**src/rtl/pram_queue.sv**
```systemverilog
// pram_queue: write-side FIFO behind the PRAM store port.
// The producer side is a one-cycle push strobe gated by the registered full flag.
// The consumer side is a first-word-fall-through valid/ready stream.
module pram_queue #(
  parameter int unsigned DATA_WIDTH = 16,
  parameter int unsigned DEPTH_LOG2 = 4
) (
  input  logic                  clk,
  input  logic                  rst_n,
  input  logic [DATA_WIDTH-1:0] wr_data,
  input  logic                  wr_en,
  output logic                  full,
  output logic                  empty,
  output logic [DEPTH_LOG2:0]   count,
  output logic                  overflow,
  input  logic                  ovf_clear,
  output logic [DATA_WIDTH-1:0] out_data,
  output logic                  out_valid,
  input  logic                  out_ready
);

  localparam int unsigned DEPTH = 1 << DEPTH_LOG2;
  localparam int unsigned CW    = DEPTH_LOG2 + 1;

  logic [DATA_WIDTH-1:0] mem [DEPTH];
  logic [DEPTH_LOG2-1:0] wr_ptr;
  logic [DEPTH_LOG2-1:0] rd_ptr;
  logic [CW-1:0]         count_nxt;
  logic                  push_c;
  logic                  pop_c;
  logic                  drop_c;

  // Full is judged on the registered flag only, so a same-cycle pop never rescues a push.
  always_comb begin
    push_c    = wr_en & ~full;
    drop_c    = wr_en & full;
    pop_c     = out_valid & out_ready;
    count_nxt = count;
    case ({push_c, pop_c})
      2'b10:   count_nxt = count + CW'(1);
      2'b01:   count_nxt = count - CW'(1);
      default: count_nxt = count;
    endcase
  end

  // Pointers, occupancy, and status flags are derived from the next-state count.
  always_ff @(posedge clk) begin
    if (!rst_n) begin
      wr_ptr    <= '0;
      rd_ptr    <= '0;
      count     <= '0;
      full      <= 1'b0;
      empty     <= 1'b1;
      out_valid <= 1'b0;
      overflow  <= 1'b0;
    end else begin
      if (push_c) wr_ptr <= wr_ptr + DEPTH_LOG2'(1);
      if (pop_c)  rd_ptr <= rd_ptr + DEPTH_LOG2'(1);
      count     <= count_nxt;
      full      <= (count_nxt == CW'(DEPTH));
      empty     <= (count_nxt == '0);
      out_valid <= (count_nxt != '0);
      if (drop_c)         overflow <= 1'b1;
      else if (ovf_clear) overflow <= 1'b0;
    end
  end

  // Storage array; it is not reset, and a push in a reset cycle is discarded.
  always_ff @(posedge clk) begin
    if (rst_n && push_c) mem[wr_ptr] <= wr_data;
  end

  // The head entry falls through to the output.
  assign out_data = mem[rd_ptr];

endmodule

```
**config.mk**
```make
export PLATFORM = sky130hd
export DESIGN_NAME = pram_queue
export DESIGN_NICKNAME = d
export VERILOG_FILES = /design/src/rtl/pram_queue.sv
export SDC_FILE = /design/constraint.sdc
export NUM_CORES = 1
export LEC_CHECK = 0
export CAP_MARGIN = 20
export CORE_MARGIN = 2
export CORE_UTILIZATION = 54
export CTS_CLUSTER_DIAMETER = 40
export DETAILED_ROUTE_END_ITERATION = 12
export PLACE_DENSITY_LB_ADDON = 0.3
export SLEW_MARGIN = 0
export SYNTH_ARGS = -nofsm -noshare
export SYNTH_HDL_FRONTEND = slang
export SYNTH_SLANG_ARGS = --single-unit
```
**constraint.sdc**
```tcl
create_clock -name clk -period 2.8 [get_ports clk]
set_clock_uncertainty 0.2 [all_clocks]
set_input_delay 0.56 -clock clk [delete_from_list [all_inputs] [get_ports clk]]
set_output_delay 0.56 -clock clk [all_outputs]
set_load 0.01 [all_outputs]
```
=== After elaboration in Yosys (flattened, before gate mapping) ===
Memory sizes are Yosys's and may differ from the RTL's. A register that Yosys moved wholly into a read port is not among the register bits.
Cells that the tools add are included.

* Bits in registers: 17
* Bits in latches: 0
* Memory bits (writable): 256
* Bits in read-only memories: 0
* Output and inout bits: 25
* Logic and storage cells: 30
* Memories: 1

* Add/subtract/negate cells: 4
* $mul: 0
* Div/mod/pow operators: 0
* Magnitude comparators: 0
* Eq/ne operators: 3
* Shift-type cells: 0
* Multiplexer cells: 7
* Bitwise operators: 4
* Reductions and logical operators: 4

{| class="wikitable"
|+ Memory list
! name !! words !! bits a word !! read ports !! clocked after memory_dff !! write ports !! RTL line !! source
|-
| mem || 16 || 16 || 1 || 1 || 1 || 25 || <nowiki>logic [DATA_WIDTH-1:0] mem [DEPTH];</nowiki>
|}

{| class="wikitable"
|+ Operators with widths
! operator !! count
|-
| case mux 5 bit (2 select lines) || 1
|-
| adder 4 x 1 -> 4 bit (second input constant) || 2
|-
| two-way mux 4 bit || 2
|-
| adder 5 x 1 -> 5 bit (second input constant) || 1
|-
| equality test 5 bit (second input constant) || 1
|-
| zero test 5 bit || 1
|-
| nonzero test 5 bit || 1
|-
| subtractor 5 x 1 -> 5 bit (second input constant) || 1
|-
| two-way mux 1 bit || 4
|-
| bitwise AND 1 bit || 3
|-
| equality test 2 x 1 -> 1 bit (second input constant) || 1
|-
| equality test 2 bit (second input constant) || 1
|-
| nonzero test 2 bit || 1
|-
| logical AND 1 bit || 1
|-
| inverter 1 bit || 1
|}

=== Depth between registers and ports, before layout ===
* Depth in word-level cells: 5
* Gate-level depth with buffers: 12
* Gate-level depth less buffers: 10

=== Worst setup path before layout ===
OpenSTA, ideal clock, no wires.

* Path kind: input-to-reg
* Start point: input port wr_en
* End point: register out_valid
* Setup time: 0.115 ns
* Arrival: 2.586 ns
* Data required time: 2.485 ns
* Path slack: -0.101 ns
* Stages: 12
* Buffers on the path: 2
* Path through: nor2b_1 clkbuf_1 inv_1 ha_1 buf_2 xor2_1 ha_1 a21oi_1 mux2i_1 xor2_1 o311ai_1 o21a_1

* Word-level cells in the longest chain between the ends: 4

{| class="wikitable"
|+ RTL lines
! item !! RTL line !! source
|-
| from (decl) || 11 || <nowiki>input logic wr_en,</nowiki>
|-
| bitwise AND 1 bit (*) || 35 || <nowiki>push_c = wr_en & ~full;</nowiki>
|-
| equality test 2 x 1 -> 1 bit / equality test 2 bit (equally long branches) || 39 || <nowiki>case ({push_c, pop_c})</nowiki>
|-
| case mux 5 bit (2 select lines) (*) || 39 ||
|-
| nonzero test 5 bit (*) || 62 || <nowiki>out_valid <= (count_nxt != '0);</nowiki>
|-
| to (signal assigned) || 62 ||
|-
| to (decl) || 18 || <nowiki>output logic out_valid,</nowiki>
|}

Every way passes the cells marked *; elsewhere a longest branch is shown, timed or not.
A chain may end at the register's enable or synchronous reset.

==> run summary <==
number of global-route vias before repair - 5890
Root Driver - clkbuf_16
min-delay src - overflow
Placement Rows - 51
Post-synth top cells - edfxtp_1, mux4_2, nor2_1
Crit. End Element - output port
synth-to-layout area growth - 25.8%
dpl hpwl - 13200 µm
most frequent cell after synthesis - edfxtp_1
CTS tree - built
final wirelength - 24700 µm
Avg WL per Cell - 27.0 µm
die outline area - 0.0211 mm²
Syn Nets - 513
WHS Endpoint - overflow
final period utilization - 114%
Yosys Warn Count - 0
Worst R2R Setup Slack - 320 ps
RR Endpoint - out_valid
fin. max-slew vios - 0
distinct cell type count after synthesis - 36
Critical Path Max Stage Delay - 510 ps
overall power - 11.0 mW
clock sinks - 277
Synth top area share - 71.2%
number of enable flip-flop cells after synthesis - 256
final net count - 649
RD Place Congestion - 0.755
area leader, netlist - edfxtp_1
Worst Path Buf+Inv - 4
H-tree depth - 2
clk slew on worst S/H paths - 50 ps
starting density of the core - 55.3%
fill count - 1207
critical path type - reg -> out
async set-reset flop share out of synthesis - 0%
# DRC - 0
I/O pin cnt - 46
sequential-to-total area share from yosys stat - 75.1%
1st-pass router iterations - 4
Synth Area in XOR/XNOR - 0.811%
startpoint types - flip-flop
status - complete, but fails checks
first-iteration detailed-routing DRC count - 514
remaining antenna violation count after routing - 0
R2R depth - 10
Core Region - 0.0195 mm²
initial antenna violation count - 0
PortBufs - 45
total CTS buffers - 36
first-pass GRT wire length - 37200 µm
Pwr Density - 809 mW/mm²
drt via density - 6.06
Rel. slew slack - 58.8%
CP max stage cell - mux4_2
largest family of logic cells by synthesized area - multiplexers
Overflow after GRT - 0
Synth Area in Adders - 0.927%
failing checks - negative setup slack
worst reg2reg startpoint - full
Post-Synthesis Cell Area - 0.0108 mm²
Total GRT Usage - 24.1%
Slew @ Worst Pin - 616 ps
number of synthesized register bits - 277
maximum clock rate - 314 MHz
multiplexer area fraction after synthesis - 17.8%
antenna cell count - 0
Primary FF master, synth - edfxtp_1
CP Data Required Time - 2040 ps
min-delay worst type - reg -> reg
post-synthesis compound-gate area fraction - 1.01%
crit path DAT - 2420 ps
Crit Path Max Fanout - 5
Hold Path Cell Cnt - 2
vias post-DR - 5533
Syn Area/Cell - 22.3 µm²
Gate Count Post-Synth - 484
top post-synthesis cells by area - edfxtp_1, mux4_2, mux4_1, dfxtp_1, nor2_1
RSZ-0062 raised after global routing - yes
CP dominant cell by count - mux4_2
post-route setup slack - -381 ps
CP top delay family - multiplexers
layout cells sized above 1 - 37.8%
die width - 145 µm
clk_lat worst skew - 500 ps
final core utilization - 69.6%
crit-path cells - buf_8 > buf_12 > buf_16 > mux4_2 > mux4_2 > buf_6
post-route minimum period - 3180 ps
die extent in y - 145 µm
total of max-cap violations - 0
Hold Vio Cnt, Final - 0
Post-CTS Hold Buffers - 0
pin count of the biggest net entering global routing - 24
Leak - 4.49 nW
peak supply drop - 0.551 mV
simple-gate share of the synthesized area - 2.71%
Longest Clk Path Bufs - 3
final setup vio count - 16
## worst register-to-register path, delay by kind of cell, from the launching register on
kind,cells,cell delay (ps)
AND/OR/NAND/NOR,1,160
XOR/XNOR,2,420
buffers and inverters,1,80
adder cells (fa/ha/maj),2,450
AO/OA/AOI/OAI,3,530
flip-flops,1,320
multiplexers,1,230
## power by group
part / switching, mW / total [mW] / internal (mW)
clock network: 1.77 / 4.98 / 3.21
logic: 0.560 / 1.37 / 0.807
registers: 0.0623 / 4.65 / 4.59
total: 2.39 / 11.0 / 8.61
## stage by stage
step / hold slack [ps] / std cells / cell area, µm² / TNS (ps) / setup slack (ps)
after floorplan: 282 / 484 / 10800 / 0 / 13.1
after global placement: 259 / 827 / 12000 / -3290 / -312
after detailed placement: 266 / 827 / 12000 / -3630 / -379
after CTS: 282 / 912 / 13600 / -5800 / -422
after global routing: 301 / 913 / 13600 / -5940 / -420
final: 275 / 913 / 13600 / -5220 / -381
## area by class of cell
| class | count | area (µm²) | area share, % |
|---|---|---|---|
| multi-input combinational | 178 | 2480 | 18.3 |
| clock inverter | 24 | 353 | 2.60 |
| clock buffer | 42 | 955 | 7.03 |
| sequential | 277 | 8110 | 59.7 |
| inverter | 5 | 18.8 | 0.138 |
| timing repair buffer | 122 | 1330 | 9.82 |
| tap | 265 | 332 | 2.44 |
## routing by layer
layer / global-route usage [%] / wire length, µm / part of all wire, %
met1: 32.2 / 9390 / 38
met2: 40.1 / 12700 / 51
met3: 4.45 / 1910 / 7.7
met4: 8.92 / 724 / 2.9
met5: 0 / 0 / 0
## worst max path at each step
stage          cells past startpoint  slack [ps]       from            to
2_1_floorplan                     12          10      wr_en     out_valid
3_3_place_gp                      11        -310      wr_en     out_valid
3_5_place_dp                      11        -380      wr_en          full
4_1_cts                            6        -420  flip-flop  out_data[15]
5_1_grt                            6        -420  flip-flop  out_data[12]
6_report                           6        -380  flip-flop  out_data[14]
## sequential cells by signal, indices dropped and copies added, names as in the netlist, named ones only
| signal | count |
|---|---|
| out_valid | 1 |
| rd_ptr | 4 |
| full | 1 |
| wr_ptr | 4 |
| mem | 256 |
| empty | 1 |
| count | 5 |
| overflow | 1 |
## layout by cell type, fill, tap and decap left out, drive strengths merged
cell type      Yosys  final
a21oi              4      4
o21a               1      1
o21ai              5      5
o41ai              1      1
o311ai             1      1
inv                5     10
a211oi             1      1
clkbuf             5     42
and3               1      1
nand4b             1      1
nand3b             3      3
or3                1      1
clkinv             0      9
nand2              7      7
xnor2              3      3
and2               2      2
nor2              32     32
ha                 8      8
o211ai             2      2
mux2i              2      2
o31a               1      1
clkdlybuf4s50      0     29
o21bai             1      1
nor3b              3      3
nand2b             3      3
buf               18     93
nand4              2      2
bufinv             0      8
dfxtp             21     21
nand3              1      1
edfxtp           256    256
clkinvlp           0      2
nor2b              5      5
xor2               7      7
mux4              80     80
## kinds of logic after synthesis
group           after synthesis
flops                       277
fa+ha+maj                     8
xor+xnor                     10
compound gates               17
simple gates                 61
mux                          82
buf+inv                      29
## timing repair
action / CTS / global route
gates cloned: 4 / 0
buffers inserted: 16 / 3
setup endpoints to repair: 16 / 18
pin swaps: 0 / 0
resized for setup: 114 / 8
(Power assumes the default switching activity.)
